### src/rtl/loop_activity_monitor.sv
// Passive performance monitor for an HLS block and its pipelined loop.
// Counts runs, run latency, loop iterations and stalls; freezes the counters on the first finish.
module loop_activity_monitor #(
    parameter int STATE_W = 1,
    parameter int CNT_W   = 32
) (
    input  logic               clock,
    input  logic               reset,
    input  logic               ap_start,
    input  logic               ap_ready,
    input  logic               ap_done,
    input  logic               ap_continue,
    input  logic [STATE_W-1:0] cur_state,
    input  logic [STATE_W-1:0] iter_start_state,
    input  logic [STATE_W-1:0] iter_end_state,
    input  logic               iter_start_block,
    input  logic               iter_end_block,
    input  logic               iter_start_enable,
    input  logic               iter_end_enable,
    input  logic               loop_done,
    input  logic               finish,
    output logic               busy,
    output logic [CNT_W-1:0]   run_count,
    output logic [CNT_W-1:0]   last_latency,
    output logic [CNT_W-1:0]   iter_started,
    output logic [CNT_W-1:0]   iter_completed,
    output logic [CNT_W-1:0]   in_flight,
    output logic [CNT_W-1:0]   stall_cycles,
    output logic               report_valid
);

    typedef enum logic [1:0] {
        S_IDLE = 2'd0,
        S_RUN  = 2'd1,
        S_HOLD = 2'd2
    } state_t;

    localparam logic [CNT_W-1:0] C_MAX = {CNT_W{1'b1}};
    localparam logic [CNT_W-1:0] C_ONE = CNT_W'(1);

    function automatic logic [CNT_W-1:0] sat_inc(input logic [CNT_W-1:0] v);
        return (v == C_MAX) ? v : v + C_ONE;
    endfunction

    state_t           r_state;
    logic [CNT_W-1:0] r_lat;
    logic             r_busy;
    logic [CNT_W-1:0] r_run_count;
    logic [CNT_W-1:0] r_last_latency;
    logic [CNT_W-1:0] r_iter_started;
    logic [CNT_W-1:0] r_iter_completed;
    logic [CNT_W-1:0] r_in_flight;
    logic [CNT_W-1:0] r_stall_cycles;
    logic             r_frozen;

    logic             w_active;
    logic             w_gate;
    logic             w_start_hit;
    logic             w_end_hit;
    logic             w_start_ev;
    logic             w_end_ev;
    logic             w_stall;
    logic             w_complete;
    logic [CNT_W-1:0] w_lat_next;
    logic             w_unused;

    assign w_active    = (r_state != S_IDLE);
    assign w_gate      = w_active | ap_start;
    assign w_start_hit = (cur_state == iter_start_state);
    assign w_end_hit   = (cur_state == iter_end_state);
    assign w_start_ev  = w_gate & w_start_hit & iter_start_enable & ~iter_start_block;
    assign w_end_ev    = w_gate & w_end_hit & iter_end_enable & ~iter_end_block;
    assign w_stall     = w_active & (iter_start_block | iter_end_block) & (w_start_hit | w_end_hit);
    assign w_complete  = ((r_state == S_RUN) & ap_done & ap_continue) |
                         ((r_state == S_HOLD) & ap_continue);
    // The latency counter only advances while running; it is parked during HOLD.
    assign w_lat_next  = (r_state == S_RUN) ? sat_inc(r_lat) : r_lat;
    assign w_unused    = &{1'b0, ap_ready, loop_done};

    always_ff @(posedge clock or negedge reset) begin
        if (!reset) begin
            r_state        <= S_IDLE;
            r_lat          <= '0;
            r_busy         <= 1'b0;
            r_run_count    <= '0;
            r_last_latency <= '0;
        end else begin
            r_busy <= w_active;
            case (r_state)
                S_IDLE: begin
                    if (ap_start) begin
                        r_state <= S_RUN;
                        r_lat   <= C_ONE;
                    end
                end
                S_RUN, S_HOLD: begin
                    if (w_complete) begin
                        if (!r_frozen) begin
                            r_run_count    <= sat_inc(r_run_count);
                            r_last_latency <= w_lat_next;
                        end
                        if (ap_start) begin
                            r_state <= S_RUN;
                            r_lat   <= C_ONE;
                        end else begin
                            r_state <= S_IDLE;
                            r_lat   <= w_lat_next;
                        end
                    end else if ((r_state == S_RUN) && ap_done) begin
                        r_state <= S_HOLD;
                        r_lat   <= w_lat_next;
                    end else begin
                        r_lat <= w_lat_next;
                    end
                end
                default: r_state <= S_IDLE;
            endcase
        end
    end

    // The finish edge still updates the counters; only later edges are frozen.
    always_ff @(posedge clock or negedge reset) begin
        if (!reset) begin
            r_iter_started   <= '0;
            r_iter_completed <= '0;
            r_in_flight      <= '0;
            r_stall_cycles   <= '0;
            r_frozen         <= 1'b0;
        end else begin
            if (finish) begin
                r_frozen <= 1'b1;
            end
            if (!r_frozen) begin
                if (w_start_ev) begin
                    r_iter_started <= sat_inc(r_iter_started);
                end
                if (w_end_ev) begin
                    r_iter_completed <= sat_inc(r_iter_completed);
                end
                if (w_start_ev && !w_end_ev) begin
                    r_in_flight <= sat_inc(r_in_flight);
                end else if (!w_start_ev && w_end_ev && (r_in_flight != '0)) begin
                    r_in_flight <= r_in_flight - C_ONE;
                end
                if (w_stall) begin
                    r_stall_cycles <= sat_inc(r_stall_cycles);
                end
            end
        end
    end

    assign busy           = r_busy;
    assign run_count      = r_run_count;
    assign last_latency   = r_last_latency;
    assign iter_started   = r_iter_started;
    assign iter_completed = r_iter_completed;
    assign in_flight      = r_in_flight;
    assign stall_cycles   = r_stall_cycles;
    assign report_valid   = r_frozen;

endmodule

### config.mk
export PLATFORM = sky130hd
export DESIGN_NAME = loop_activity_monitor
export DESIGN_NICKNAME = d
export VERILOG_FILES = /design/src/rtl/loop_activity_monitor.sv
export SDC_FILE = /design/constraint.sdc
export NUM_CORES = 1
export LEC_CHECK = 0
export ABC_AREA = 1
export ABC_CLOCK_PERIOD_IN_PS = 4600
export CAP_MARGIN = 20
export CORE_UTILIZATION = 44
export CTS_CLUSTER_SIZE = 25
export DETAILED_ROUTE_END_ITERATION = 8
export GPL_ROUTABILITY_DRIVEN = 0
export PLACE_DENSITY = 0.74
export SYNTH_ARGS = -nofsm -noshare
export SYNTH_HDL_FRONTEND = slang
export SYNTH_SLANG_ARGS = --single-unit
### constraint.sdc
create_clock -name clock -period 4.6 [get_ports clock]
set_clock_uncertainty 0.15 [all_clocks]
set_input_delay 0.92 -clock clock [delete_from_list [all_inputs] [get_ports clock]]
set_output_delay 0.92 -clock clock [all_outputs]
set_load 0.02 [all_outputs]
# --- Word-level counts from Yosys, hierarchy flattened ---
# Index checks and enable logic that the tools add are counted.
op_classes:
  n_lt_le_gt_ge: 0
  reduce_logical: 20
  n_eq_ne: 13
  shifts: 0
  add_sub_neg: 7
  muxes: 14
  n_div: 0
  multipliers: 0
  bitwise: 22
op_table:
  columns: ["op", "n"]
  rows:
  - ["2-to-1 mux 32 bit", 8]
  - ["adder 32 x 1 -> 32 bit, second input constant", 6]
  - ["== test 32 bit, second input constant", 6]
  - ["case mux 32 bit (2 select lines)", 1]
  - ["nonzero test 32 bit", 1]
  - ["subtractor 32 x 1 -> 32 bit, second input constant", 1]
  - ["AND reduction 3 bit", 5]
  - ["bitwise AND 1 bit", 11]
  - ["NOT 1 bit", 7]
  - ["2-to-1 mux 2 bit", 3]
  - ["nonzero test 2 bit", 3]
  - ["logical AND 1 bit", 4]
  - ["!= test 2 bit, second input constant", 2]
  - ["OR 1 bit", 4]
  - ["case mux 2 bit (2 select lines)", 1]
  - ["AND reduction 2 bit", 2]
  - ["AND reduction 4 bit", 1]
  - ["!= test 3 bit, second input constant", 1]
  - ["== test 1 bit", 2]
  - ["== test 2 x 1 -> 1 bit, second input constant", 1]
  - ["== test 2 bit, second input constant", 1]
  - ["zero test 1 bit", 2]
  - ["zero test 2 bit", 1]
  - ["OR reduction 2 bit", 1]
  - ["2-to-1 mux 1 bit", 1]
totals:
  mem_bits_ro: 0
  latchBits: 0
  out_inout_bits: 194
  mem_count: 0
  input_bits: 15
  register_bits: 228
  ram_bits: 0

# --- Logic depth before layout (Yosys ltp) ---
# Gate-level depths: netlist (run 1).
logic_depth:
  word_depth: 10
  mapped_depth: 20
  ltp_nobuf: 20

# --- Worst setup path before layout (run 1) ---
# OpenSTA, ideal clock, no wires.
synth_path:
  path_type: "in2reg"
  start: "in ap_start"
  end: "reg r_in_flight[31] (netlist: in_flight[31])"
  cell_stages: 17
  path_slack_ns: 0.997
  setup_time_ns: 0.117
  required_ns: 4.333
  n_path_buf: 0
  arrival_ns: 3.337
  cell_sequence: "inv_1 -> nand2_1 -> nand3_1 -> nor2_2 -> nand2_1 -> ha_1 -> or2_2 -> nand3_1 -> nand2_1 -> nand2_1 -> nand2_1 -> nand2_1 -> nand2_1 -> nand2_1 -> nand2_1 -> nand2_1 -> nand2_1"
synth_between:
  elab_chain_cells: 9
  word_cells_on_any_way: 16
  cone_classes: "1 x eq/ne; 1 x mux; 7 x bitwise; 7 x reduce/logical"
synth_rtl:
  columns: ["element", "line_no", "text"]
  rows:
  - ["start, declared", "9", "input logic ap_start,"]
  - ["OR 1 bit (*)", "68", "assign w_gate = w_active | ap_start;"]
  - ["bitwise AND 1 bit (3 in a row)", "71", "assign w_start_ev = w_gate & w_start_hit & iter_start_enable & ~iter_start_block;"]
  - ["zero test 1 bit", "142", "end else if (!w_start_ev && w_end_ev && (r_in_flight != '0)) begin"]
  - ["logical AND 1 bit (2 in a row)", "142", null]
  - ["nonzero test 2 bit (no line)", null, null]
  - ["AND reduction 3 bit (no line)", null, null]
  - ["end signal, assigned", "141", "r_in_flight <= sat_inc(r_in_flight);"]
  - ["end signal, assigned", "143", "r_in_flight <= r_in_flight - C_ONE;"]
  - ["end, declared", "52", "logic [CNT_W-1:0] r_in_flight;"]
# Mark *: on every way between the ends. The rest lies on a longest branch, timed or not.
# A chain may end at the register's enable or synchronous reset.

# --- Worst setup path after layout (run 1) ---
layout_path:
  start: "in cur_state"
  end: "reg r_in_flight[31] (netlist: in_flight[31])"
layout_between:
  elab_chain_cells: 9
  word_cells_on_any_way: 17
  cone_classes: "3 x eq/ne; 1 x mux; 6 x bitwise; 7 x reduce/logical"
layout_rtl:
  columns: ["element", "line_no", "text"]
  rows:
  - ["start, declared", "13", "input logic [STATE_W-1:0] cur_state,"]
  - ["== test 1 bit", "69", "assign w_start_hit = (cur_state == iter_start_state);"]
  - ["bitwise AND 1 bit (3 in a row)", "71", null]
  - ["zero test 1 bit", "142", null]
  - ["logical AND 1 bit (2 in a row)", "142", null]
  - ["nonzero test 2 bit (no line)", null, null]
  - ["AND reduction 3 bit (no line)", null, null]
# Parallel ways exist; a longest one is shown, timed or not.

==> summary by stage, run 1 <==
Hold path
The type of the worst min-delay path is input port to asynchronous set/reset pin.

Pwr
The worst IR drop on VDD is 341.3 uV. The standby leakage power is between 9 and 10 nW. Summing internal, switching and leakage power gives 6.605 mW. The power per cell area is 349.0 nW/um2.

Clocking
In this run the deepest clock path goes through 3 buffers. The cell chosen for the clock root is clkbuf_16. The level count of the clock H-tree is 1.

Clock tree synthesis inserted a total of 27 buffers. The number of setup buffers added after CTS is 0. For this design, the CTS-stage hold fixing added 0 buffers. The quantity of gates resized following cts is 0. The CTS tree is done.

The clock latency at the later pin of the worst-skew pair is 0.54 ns. After clock tree synthesis, the clock-pin slew on the worst setup and hold paths is ~0.060 ns. The sink count of the clock tree is around 230.

Timing
Dividing the final minimum period by the clock period gives 76.48%. The summed negative setup slack over all endpoints is 0 ns. At the pin with the least slew margin, the transition time is 1.029 ns. Measured against its own limit, the worst slew margin works out to a little under a third. The final hold violation count came to 0. The time the final worst path needs with I/O delays and setup is about 3.5 ns. Setup repair after global routing left no endpoint under its margin. Setup slack on the critical path of the routed design comes to 1.082 ns.

The highest attainable clock frequency is 284.3 MHz. Setup violations remaining at the end of the flow were counted as 0. The number of max-slew violations in the final report came to 0.

Yosys
Counting flops and latches in the post-synthesis netlist gives 228. Synthesis instantiated 40 different standard cells from the library. The mapped netlist covers between 15000 and 20000 um2. Each instance of the synthesized netlist takes up on average around 6.7 um2. The sequential-to-total area share from yosys stat is between 30 and 40%. The synthesized netlist cell count is 2325. The number of nets in the synthesized netlist is 2382. The Yosys step of the flow raised 0 warnings.

Drt
Once detail routing completed, the nets flagged for antenna violations numbered 0. The DRC violation total after the first TritonRoute iteration is 949. After detailed routing, the number of remaining DRC violations is 0. The total iterations of the first detailed-routing run is 5. Detailed routing inserted a total of about 15000 vias. After detailed routing, the average wire length per cell comes to 14.35 um. After detailed routing, the number of vias per cell comes to 5.131. The wire length after detailed routing is 43.03 mm.

Cells and area
The leading cell type in the layout, fill and taps excluded is nand2_1. The filler cell count in the final layout is 3425. The area growth from synthesis to layout is 21.61%. The final core utilization is between 50% and 60%. Of the cells placed in the final design, the portion with a size suffix greater than 1 is 4.011%. Once layout is complete, the cells apart from fillers number 2999. The top cell types in the final layout, fill and taps aside, are 962 x nand2_1, 255 x nor2_1, 228 x dfrtp_1, 223 x inv_1, 205 x clkdlybuf4s50_1. The number of nets at the end of the flow is 2582.

GRT
Global routing consumed, over all layers together, 23.89% of the routing resources. The via count of the first global-routing pass came to 14500. The leftover overflow at the end of global routing is 0. The initial antenna violation count came to 1.

The maximum number of pins on one net before global-route repair is between 100 and 150. The first global-routing pass estimated 71.04 mm of wire.

Critical path
The highest net fanout along the worst path is 34. The worst reg2reg path endpoint is run_count[27]. The category of the critical setup timing path is input port to flop.

The depth of the most critical reg-to-reg path is 12. The sort of element at the start of the critical path is an input port. The slowest cell on the critical path is clkdlybuf4s50_1. The startpoint of the most critical register-to-register path is r_state[1]. The sort of element at the end of the critical path is a flop. The most numerous cell type found on the critical path is nand2_1. The critical path goes through clkdlybuf4s50_1, xnor2_1, nand2_1, nand2_1, buf_12, ha_1, or2_2, nand3_1, nand2_1, nand2_1, nand2_1, nand2_1, nand2_1, nand2_1, nand2_1, nand2_1, nand2_1.

For this run, the slowest stage of the critical path takes 0.45 ns. The data arrival time at the worst-slack endpoint is 3.79 ns. The worst register-to-register path has a setup slack of 1.22 ns. Data on the critical path is required at its endpoint by slightly below 5 ns.

Floorplan
The vertical extent of the die is roughly 190 um. The overall die area is about 36000 um2. Measured along the x axis, the die boundary spans 190.1 um.

In this run the count of I/O pins placed on the die edge is 209. The initial core utilization is 44.83%. The floorplan has between 60 and 70 rows. The area of the core is 34710 um2.

Place
Detailed placement finished with a half-perimeter wire length of 32.25 mm. The post-place setup slack is 0.5948 ns. Once placement completed, the tool counted placed cells totaling 2951. During placement, the flow inserted port buffers numbering ~210.

Job
The number of max-cap violations is 0.

Run status
The flow ran to the end, and the final reports show no timing, DRC or antenna violations.
[synthesized netlist by cell type (all sizes together)]
cell type  count  share of area (%)
nor3          75                2.8
a21o           1              0.048
inv          234                5.6
o22ai          2              0.080
o21ai         89                2.9
and3           1              0.040
fa             1               0.13
nand3        135                4.4
a21oi         20               0.74
o21bai         4               0.19
xor2         101                5.7
xnor2         56                3.2
dfrtp        228                 37
o32ai          1              0.056
nand3b        10               0.48
nor2         261                6.4
buf           32                1.4
and2           3               0.12
clkbuf        14               0.34
nor2b          1              0.040
nand4         26                1.0
ha            41                3.3
nor4           4               0.16
o211ai         8               0.39
or2            5               0.20
nand2        972                 24
[cell type report]
| type | count | area (um2) | share of cell area, % |
|---|---|---|---|
| multi-input combinational | 1817 | 8715 | 46.05 |
| sequential | 228 | 5705 | 30.15 |
| timing repair buffer | 217 | 2175 | 11.49 |
| inverter | 234 | 878.3 | 4.641 |
| clock buffer | 38 | 797.0 | 4.212 |
| tap | 455 | 569.3 | 3.008 |
| clock inverter | 9 | 82.58 | 0.4364 |
| antenna | 1 | 2.502 | 0.01322 |
[stage by stage]
step	cell area, um2	hold slack, ns
6_report	18920	0.3159
2_1_floorplan	15560	0.3215
4_1_cts	18920	0.3336
3_5_place_dp	18040	0.3161
3_3_place_gp	18040	0.3154
5_1_grt	18920	0.3541
[metal layers]
| metal | track usage, % | vias up | wire length, um |
|---|---|---|---|
| li1 | - | 7656 | - |
| met1 | 32.52 | 7089 | 19290 |
| met4 | 8.065 | 0 | 1119 |
| met5 | 0 | - | 0 |
| met2 | 38.80 | 563 | 19670 |
| met3 | 3.413 | 80 | 2945 |
[worst max-delay path by stage]
stage / startpoint / slack, ns / endpoint
2_1_floorplan: ap_start / 1.0 / in_flight[31]
5_1_grt: cur_state / 0.87 / in_flight[20]
3_5_place_dp: cur_state / 0.59 / in_flight[31]
6_report: cur_state / 1.08 / in_flight[31]
3_3_place_gp: ap_start / 0.65 / in_flight[31]
4_1_cts: cur_state / 1.17 / in_flight[31]
[kinds of logic (layout without fill, tap and decap cells)]
group / Yosys count / count (layout) / synth area share, %
AO/OA/AOI/OAI: 125 / 125 / 4.390
XOR/XNOR: 157 / 157 / 8.837
adder cells (fa/ha/maj): 42 / 42 / 3.425
buffers and inverters: 280 / 498 / 7.333
flip-flops: 228 / 228 / 36.66
other: 0 / 1 / 0
AND/OR/NAND/NOR: 1493 / 1493 / 39.35
[registers in the layout (all words and copies together), names as in the netlist]
signal / count
stall_cycles: 32
iter_completed: 32
r_lat: 32
r_state: 2
report_valid: 1
run_count: 32
iter_started: 32
in_flight: 32
busy: 1
last_latency: 32
[report_power, final]
group	switching, mW	internal (mW)	total (mW)
sequential	0.182	2.15	2.33
combinational	1.42	0.750	2.17
clock	0.849	1.25	2.10
[worst max-delay path: cells and delay by family]
kind | cells | cell delay, ns
buf+inv | 2 | 0.66
xor+xnor | 1 | 0.34
fa+ha+maj | 1 | 0.33
simple gates | 13 | 1.53
No activity file was read; power rests on OpenSTA's default activity.
==> run 2, diff against run 1 <==
--- a/config.mk
+++ b/config.mk
@@ -6,13 +6,13 @@
 export NUM_CORES = 1
 export LEC_CHECK = 0
 export ABC_AREA = 1
-export ABC_CLOCK_PERIOD_IN_PS = 4600
+export ABC_CLOCK_PERIOD_IN_PS = 2900
 export CAP_MARGIN = 20
 export CORE_UTILIZATION = 44
 export CTS_CLUSTER_SIZE = 25
 export DETAILED_ROUTE_END_ITERATION = 8
 export GPL_ROUTABILITY_DRIVEN = 0
-export PLACE_DENSITY = 0.74
+export PLACE_DENSITY = 0.77
 export SYNTH_ARGS = -nofsm -noshare
 export SYNTH_HDL_FRONTEND = slang
 export SYNTH_SLANG_ARGS = --single-unit
==> constraint.sdc (replaced) <==
create_clock -name clock -period 2.9 [get_ports clock]
set_clock_uncertainty 0.15 [all_clocks]
set_input_delay 0.58 -clock clock [delete_from_list [all_inputs] [get_ports clock]]
set_output_delay 0.58 -clock clock [all_outputs]
set_load 0.02 [all_outputs]
==> run 2 against run 1 <==
Sequential power grew 60%. Sequential cell count is the same. Global-route usage is 0.98 points higher. Via count rose by 3.7%. Worst setup slack lost 0.99 ns. Critical endpoint is now in_flight[14]. Sequential share of layout area is 2.0 points lower. Register-to-register slack worse by 1.1 ns. Core utilization up 3.8 points. Combinational power up 91%. Die area is the same. First-iteration DRC count is 28% higher.
==> summary by stage, run 2 (synthesis gave the netlist of run 1 again) <==
Drt
The total iterations of the first detailed-routing run is 5 (unchanged). The average wire length per cell after detail routing came to 14.71 um (+2.5%). The via count normalized by instance count is 5.177 (+0.89%). The routed length on met1 came to 19.59 mm (+1.5%). The number of vias in the routed layout is 15960 (+3.7%). The wire length after detailed routing is 45.33 mm (+5.3%). The DRC violation total after the first TritonRoute iteration is 1211 (+28%).

The DRC violation count after routing came to 0 (unchanged). The total length of routed met3 wires is 2.723 mm (-7.5%). The detailed router used layers up to and including met4. The number of nets with antenna violations after detailed routing is 0 (unchanged).

The length of routed met2 wiring is 21.57 mm (+9.6%).

Cells and area
The leading cell type in the layout, fill and taps excluded is nand2_1. The number of nets at the end of the flow is 2663 (+3.1%). The ratio of cells with drive above 1 in the final layout is 10.02% (+6.0 points). The top cell types in the final layout, fill and taps aside, are 941 x nand2_1, 239 x nor2_1, 228 x dfrtp_1, 218 x inv_1, 205 x clkdlybuf4s50_1.

The final standard cell area without fillers is 20260 um2 (+7.0%). The filler cell count in the final layout is 3128 (-8.7%). The final core utilization came to 58.36% (+3.8 points). From synthesis to final layout, the design area changed by 30.18%. The filler-free cell count of the finished design is 3082 (+2.8%).

Run status
The run finished with clean final reports.

Timing
The summed negative setup slack over all endpoints came to 0 ns (unchanged). The number of max-slew violations in the final report was 0 (unchanged). The final clock period utilization by the worst path is 96.92%. The tightest slew margin relative to the limit is 63.38% (+32 points). The tightest hold margin is 0.3256 ns (+0.009642 ns). The time the final worst path needs with I/O delays and setup is around 2.8 ns. The number of failing setup endpoints in the final timing report was 0 (unchanged). The final hold violation count came to 0 (unchanged). The actual slew at the worst max-slew pin is 0.5435 ns (-0.4854 ns).

The worst setup slack after layout is 0.08939 ns (-0.9926 ns). Derived from the worst setup path, the maximum achievable clock frequency is roughly 360 MHz.

Critical path
The data arrival time at the worst-slack endpoint was 3.09 ns (-0.70 ns). The highest net fanout along the worst path is 10 (-71%). STA classifies the critical path startpoint as an input port.

The worst setup path is captured at a flop. The category of the critical setup timing path is input port to flop. The required time reported for the critical path endpoint is 3.18 ns (-1.69 ns).

Floorplan
The vertical extent of the die is 190.1 um (unchanged). The initial core utilization was 44.83% (unchanged). The number of cell rows is 68 (unchanged). The area of the core was 34710 um2 (unchanged). The overall die area was 36120 um2 (unchanged). The number of primary I/O pins was 209 (unchanged). The horizontal extent of the die is 190.1 um (unchanged).

GRT
The leftover overflow at the end of global routing is 0 (unchanged). The via count of the first global-routing pass is 15450 (+6.6%). The maximum number of pins on one net before global-route repair is 64 (-44%). The initial antenna violation count is 2 (+1). The wire length of the first global-routing pass is 74.54 mm (+4.9%).

The global routing usage summed across all routing layers was 24.87% (+0.98 points).

Clocking
The cell chosen for the clock root is clkbuf_16. The clock latency at the later pin of the worst-skew pair is 0.57 ns (+0.03 ns). The maximum clock path buffer count is 3 (unchanged). The clock-pin transition on the worst setup and hold timing paths is 0.06 ns (about the same).

The clock buffer count from CTS is 27 (unchanged). The sink count of the clock tree is 228 (unchanged). The level count of the clock H-tree is 1 (unchanged). The CTS tree is done.

Pwr
The standby leakage power was 9.649 nW (+5.8%). The power consumption is 11.77 mW (+78%). The power per cell area came to 581.1 nW/um2 (+66%). The worst IR drop on VDD came to 663.6 uV (+94%).

Place
The placed wire-length estimate after detailed placement was 33.91 mm (+5.2%). The cell area after placement is 18720 um2 (+3.7%). The post-place setup slack is -0.5841 ns (-1.179 ns).

The count of placed standard cells including taps is 3028 (+2.6%). The count of input and output buffers was 206 (unchanged).

Hold path
The type of the worst min-delay path is flop to flop.

Job
The number of max-cap violations came to 0 (unchanged).
run 2: final timing paths:
check,cells after the start,to,slack (ns),from
min in group asynchronous,2,run_count[7],0.41,reset
hold reg to reg,2,last_latency[21],0.33,last_latency[21]
setup reg to reg,17,in_flight[14],0.09,r_state[1]
hold / removal,2,last_latency[21],0.33,last_latency[21]
max in group asynchronous,3,in_flight[15],1.44,reset
setup / recovery,14,in_flight[14],0.09,cur_state
run 2: worst max-delay path: stages:
cell and delay, ns:
clkdlybuf4s50_1 0.50, xor2_1 0.31, nor2_4 0.09, nand2_4 0.16
buf_12 0.18, ha_4 0.22, nand2_1 0.11, inv_1 0.09
nand2_1 0.14, inv_1 0.05, a21oi_1 0.17, nand2_2 0.12
xnor2_1 0.23, o21ai_0 0.11
run 2: cell type report:
class                   instances  area (um2)  area share (%)
diodes                          2       5.005         0.02471
clock buffers                  35       765.7           3.780
clock inverters                13       264.0           1.303
inverters                     234       878.3           4.336
multi-input cells            1817        9171           45.27
flip-flops and latches        228        5705           28.17
well taps                     455       569.3           2.810
repair buffers                298        2898           14.31
run 2: power by group:
| group | total, mW | internal, mW | switching [mW] |
|---|---|---|---|
| Combinational | 4.14 | 1.61 | 2.53 |
| Sequential | 3.72 | 3.41 | 0.314 |
| Clock | 3.91 | 2.48 | 1.43 |
| Total | 11.8 | 7.50 | 4.27 |
run 2: what timing repair did:
item                                    CTS  global route
gates resized for setup                  11            73
pin swaps                                 1             9
cloned                                    0             2
setup buffers                             0             1
endpoints found under the setup margin   22            24
hold buffers                              1             0
endpoints found under the hold margin    53             0
run 2: metal layers:
layer | up-vias | track usage (%)
li1 | 7836 | -
met1 | 7455 | 32.64
met2 | 550 | 41.86
met3 | 114 | 2.785
met4 | 0 | 9.615
met5 | - | 0
==> run 3, diff against run 2 <==
--- a/config.mk
+++ b/config.mk
@@ -6,13 +6,15 @@
 export NUM_CORES = 1
 export LEC_CHECK = 0
 export ABC_AREA = 1
-export ABC_CLOCK_PERIOD_IN_PS = 2900
+export ABC_CLOCK_PERIOD_IN_PS = 3050
 export CAP_MARGIN = 20
+export CORE_ASPECT_RATIO = 0.6
 export CORE_UTILIZATION = 44
 export CTS_CLUSTER_SIZE = 25
 export DETAILED_ROUTE_END_ITERATION = 8
 export GPL_ROUTABILITY_DRIVEN = 0
-export PLACE_DENSITY = 0.77
+export PLACE_DENSITY = 0.74
 export SYNTH_ARGS = -nofsm -noshare
 export SYNTH_HDL_FRONTEND = slang
 export SYNTH_SLANG_ARGS = --single-unit
+export TNS_END_PERCENT = 20
==> constraint.sdc (replaced) <==
create_clock -name clock -period 3.05 [get_ports clock]
set_clock_uncertainty 0.15 [all_clocks]
set_input_delay 0.61 -clock clock [delete_from_list [all_inputs] [get_ports clock]]
set_output_delay 0.61 -clock clock [all_outputs]
set_load 0.02 [all_outputs]
==> run 3 against run 2 <==
Sequential share of layout area is 0.31 points higher. Cell area shrank 1.1%. Via count increased by 1.2%. Combinational power fell by 4%. Worst setup slack improved by 0.042 ns. Sequential cell count is the same. Non-clock buffer count shrank 3. Wire length rose by 6.9%. Critical path depth is 4 higher. Hold slack better by 0.0062 ns. Core utilization up 0.19 points. Critical endpoint is now in_flight[30]. Largest power group unchanged.
==> summary by stage, run 3 (synthesis gave the netlist of run 1 again) <==
GRT
The leftover overflow at the end of global routing is 0 (unchanged). The global routing usage summed across all routing layers came to 25.94% (+1.1 points). The via count of the first global-routing pass was 14790 (-4.2%). The initial antenna violation count is 0 (-2). The maximum number of pins on one net before global-route repair is 82 (+28%). The wire length of the first global-routing pass is 76.09 mm (+2.1%).

Pwr
The part of the total power dissipated in combinational logic is 36.9% (+1.7 points). The power share of the sequential group is 32.8% (+1.2 points). The standby leakage power is 9.558 nW (-0.94%).

The relative contribution of the clock network to total power was 30.3% (-2.9 points). The switching part of the total power is 37.51% (+1.2 points). The switching power was 4.053 mW (-5.1%). The internal power is 6.753 mW (-10%).

The worst IR drop on VDD was 362.5 uV (-45%). The power consumption is 10.81 mW (-8.2%). The power per cell area is 539.4 nW/um2 (-7.2%).

Cells and area
The final standard cell area without fillers is 20030 um2 (-1.1%). The number of nets at the end of the flow is 2657 (-0.23%). The ratio of cells with drive above 1 in the final layout is 9.511% (-0.51 points).

The antenna diode count was 0 (-2). Leaving out fill and tap cells, the most frequent cells in the layout are 945 x nand2_1, 241 x nor2_1, 228 x dfrtp_1, 221 x inv_1, 205 x clkdlybuf4s50_1. The leading cell type in the layout, fill and taps excluded is nand2_1. The area growth from synthesis to layout is 28.74%.

Place
The count of input and output buffers is 206 (unchanged). The cell area after placement is 18660 um2 (-0.29%). The placed wire-length estimate after detailed placement was 35.84 mm (+5.7%). The post-place setup slack is -0.3956 ns (+0.1885 ns).

Clocking
The clock buffer count from CTS is 24 (-11%). The cell chosen for the clock root is clkbuf_16. The clock latency at the later pin of the worst-skew pair came to 0.54 ns (-0.03 ns). The sink count of the clock tree came to 228 (unchanged). The level count of the clock H-tree came to 1 (unchanged).

The clock-pin transition on the worst setup and hold timing paths is 0.07 ns (about the same). The maximum clock path buffer count was 3 (unchanged). TritonCTS built the clock tree.

Critical path
The depth of the most critical reg-to-reg path is 18 (+1). The slack of the worst reg-to-reg path is 0.13 ns (+0.04 ns). The highest net fanout along the worst path is 8 (-2). The data arrival time at the worst-slack endpoint is 3.19 ns (+0.10 ns). The most critical setup path has its endpoint at in_flight[30]. The worst reg2reg path endpoint is in_flight[30]. The startpoint of the most critical register-to-register path is r_state[0]. The sort of element at the start of the critical path is a flop.

The category of the critical setup timing path is flop to flop. The worst setup path startpoint is r_state[0]. The worst setup path is captured at a flop.

The required time reported for the critical path endpoint was 3.33 ns (+0.15 ns).

Timing
The actual slew at the worst max-slew pin was 0.7386 ns (+0.1951 ns). Setup repair after global routing could not meet its margin everywhere. The final hold violation count was 0 (unchanged). The time the final worst path needs with I/O delays and setup is 2.919 ns. The number of max-slew violations in the final report is 0 (unchanged). The final clock period utilization by the worst path is 95.70%.

The number of failing setup endpoints in the final timing report was 0 (unchanged). Timing would allow up to 342.6 MHz. The tightest slew margin relative to the limit was 50.65% (-13 points). The worst setup slack after layout was 0.1312 ns (+0.04176 ns).

Drt
The via count normalized by instance count is 5.249 (+1.4%). The wire length after detailed routing was 48.45 mm (+6.9%). The number of nets with antenna violations after detailed routing is 0 (unchanged).

The total iterations of the first detailed-routing run is 7 (+2). The DRC violation count after routing came to 0 (unchanged). The average wire length per cell after detail routing is 15.74 um (+7.0%). The number of vias in the routed layout came to 16150 (+1.2%). The DRC violation total after the first TritonRoute iteration came to 1827 (+51%).

Hold path
The type of the worst min-delay path is flop to flop. The hold-critical path depth is 2 (unchanged).

Floorplan
The number of primary I/O pins came to 209 (unchanged). The overall die area is 36150 um2 (about the same). The initial core utilization is 45.47% (+0.64 points). The horizontal extent of the die was 244.8 um (+29%). The area of the core came to 34220 um2 (-1.4%).

The vertical extent of the die is 147.7 um (-22%). The number of cell rows is 52 (-24%).

Run status
The run finished with clean final reports.

Job
The number of max-cap violations is 0 (unchanged).
## run 3: cell types whose count changed in the layout (fill, tap and decap cells not counted), moves of 3 or more
cell / before / now
a21oi_1: 13 / 10
a21oi_2: 6 / 9
bufinv_16: 7 / 4
inv_1: 218 / 221
inv_2: 16 / 13
nand2_1: 941 / 945
nand2_2: 28 / 25
## run 3: worst min path at each step
stage	start	end
2_1_floorplan	reset	busy
3_3_place_gp	last_latency[15]	last_latency[15]
3_5_place_dp	last_latency[23]	last_latency[23]
4_1_cts	last_latency[20]	last_latency[20]
5_1_grt	last_latency[20]	last_latency[20]
6_report	last_latency[20]	last_latency[20]
## run 3: through the flow
| stage | instances | TNS (ns) | utilization, % | hold slack (ns) |
|---|---|---|---|---|
| global route | 3077 | -0.2478 | 58.54 | 0.3553 |
| detailed placement | 3028 | -7.716 | 54.53 | 0.3154 |
| finish | 3077 | 0 | 58.54 | 0.3318 |
| global placement | 3028 | -6.818 | 54.53 | 0.3118 |
| floorplan | 2325 | 0 | - | 0.1644 |
| CTS | 3073 | 0 | 57.12 | 0.3352 |
## run 3: layout make-up
type	count	area (um2)
Sequential cell	228	5705
Timing Repair Buffer	295	2872
Tap cell	459	574.3
Clock buffer	32	701.9
Clock inverter	12	175.2
Multi-Input combinational cell	1817	9128
Fill cell	3114	14190
Inverter	234	878.3
## run 3: worst max-delay path, stage by stage, from the launching register on
cell and delay, ns:
dfrtp_1 0.40, inv_2 0.08, ha_4 0.17, nand2_1 0.08, nand3_1 0.13, nor2_4 0.14
nand2_4 0.11, clkbuf_16 0.22, ha_4 0.30, nand2_1 0.08, inv_1 0.10, nand2_1 0.10
buf_4 0.15, nor4_1 0.21, nand2_1 0.13, nand2_1 0.08, nand2_1 0.04, nand3_1 0.06
nand2_1 0.05
## run 3: power groups by stage
stage	clock network (mW)	registers, mW	logic [mW]
floorplan	0	3.62	2.21
global placement	0	3.56	3.51
detailed placement	0	3.57	3.61
CTS	3.35	3.51	3.63
global route	3.47	3.57	4.39
finish	3.28	3.54	3.99
## run 3: metal layers
metal	vias to the layer above	wire (um)	track usage [%]	share of wire, %
li1	7805	-	-	-
met1	7550	22530	39.65	47
met2	720	20400	38.16	42
met3	75	4377	4.067	9.0
met4	0	1142	5.781	2.4
met5	-	0	0	0
## run 3: repair_timing
action / 4_1_cts / 5_1_grt
setup buffers: 0 / 1
hold buffers: 1 / 0
gates resized for setup: 0 / 82
endpoints found under the hold margin: 76 / 0
setup endpoints to repair: 0 / 26
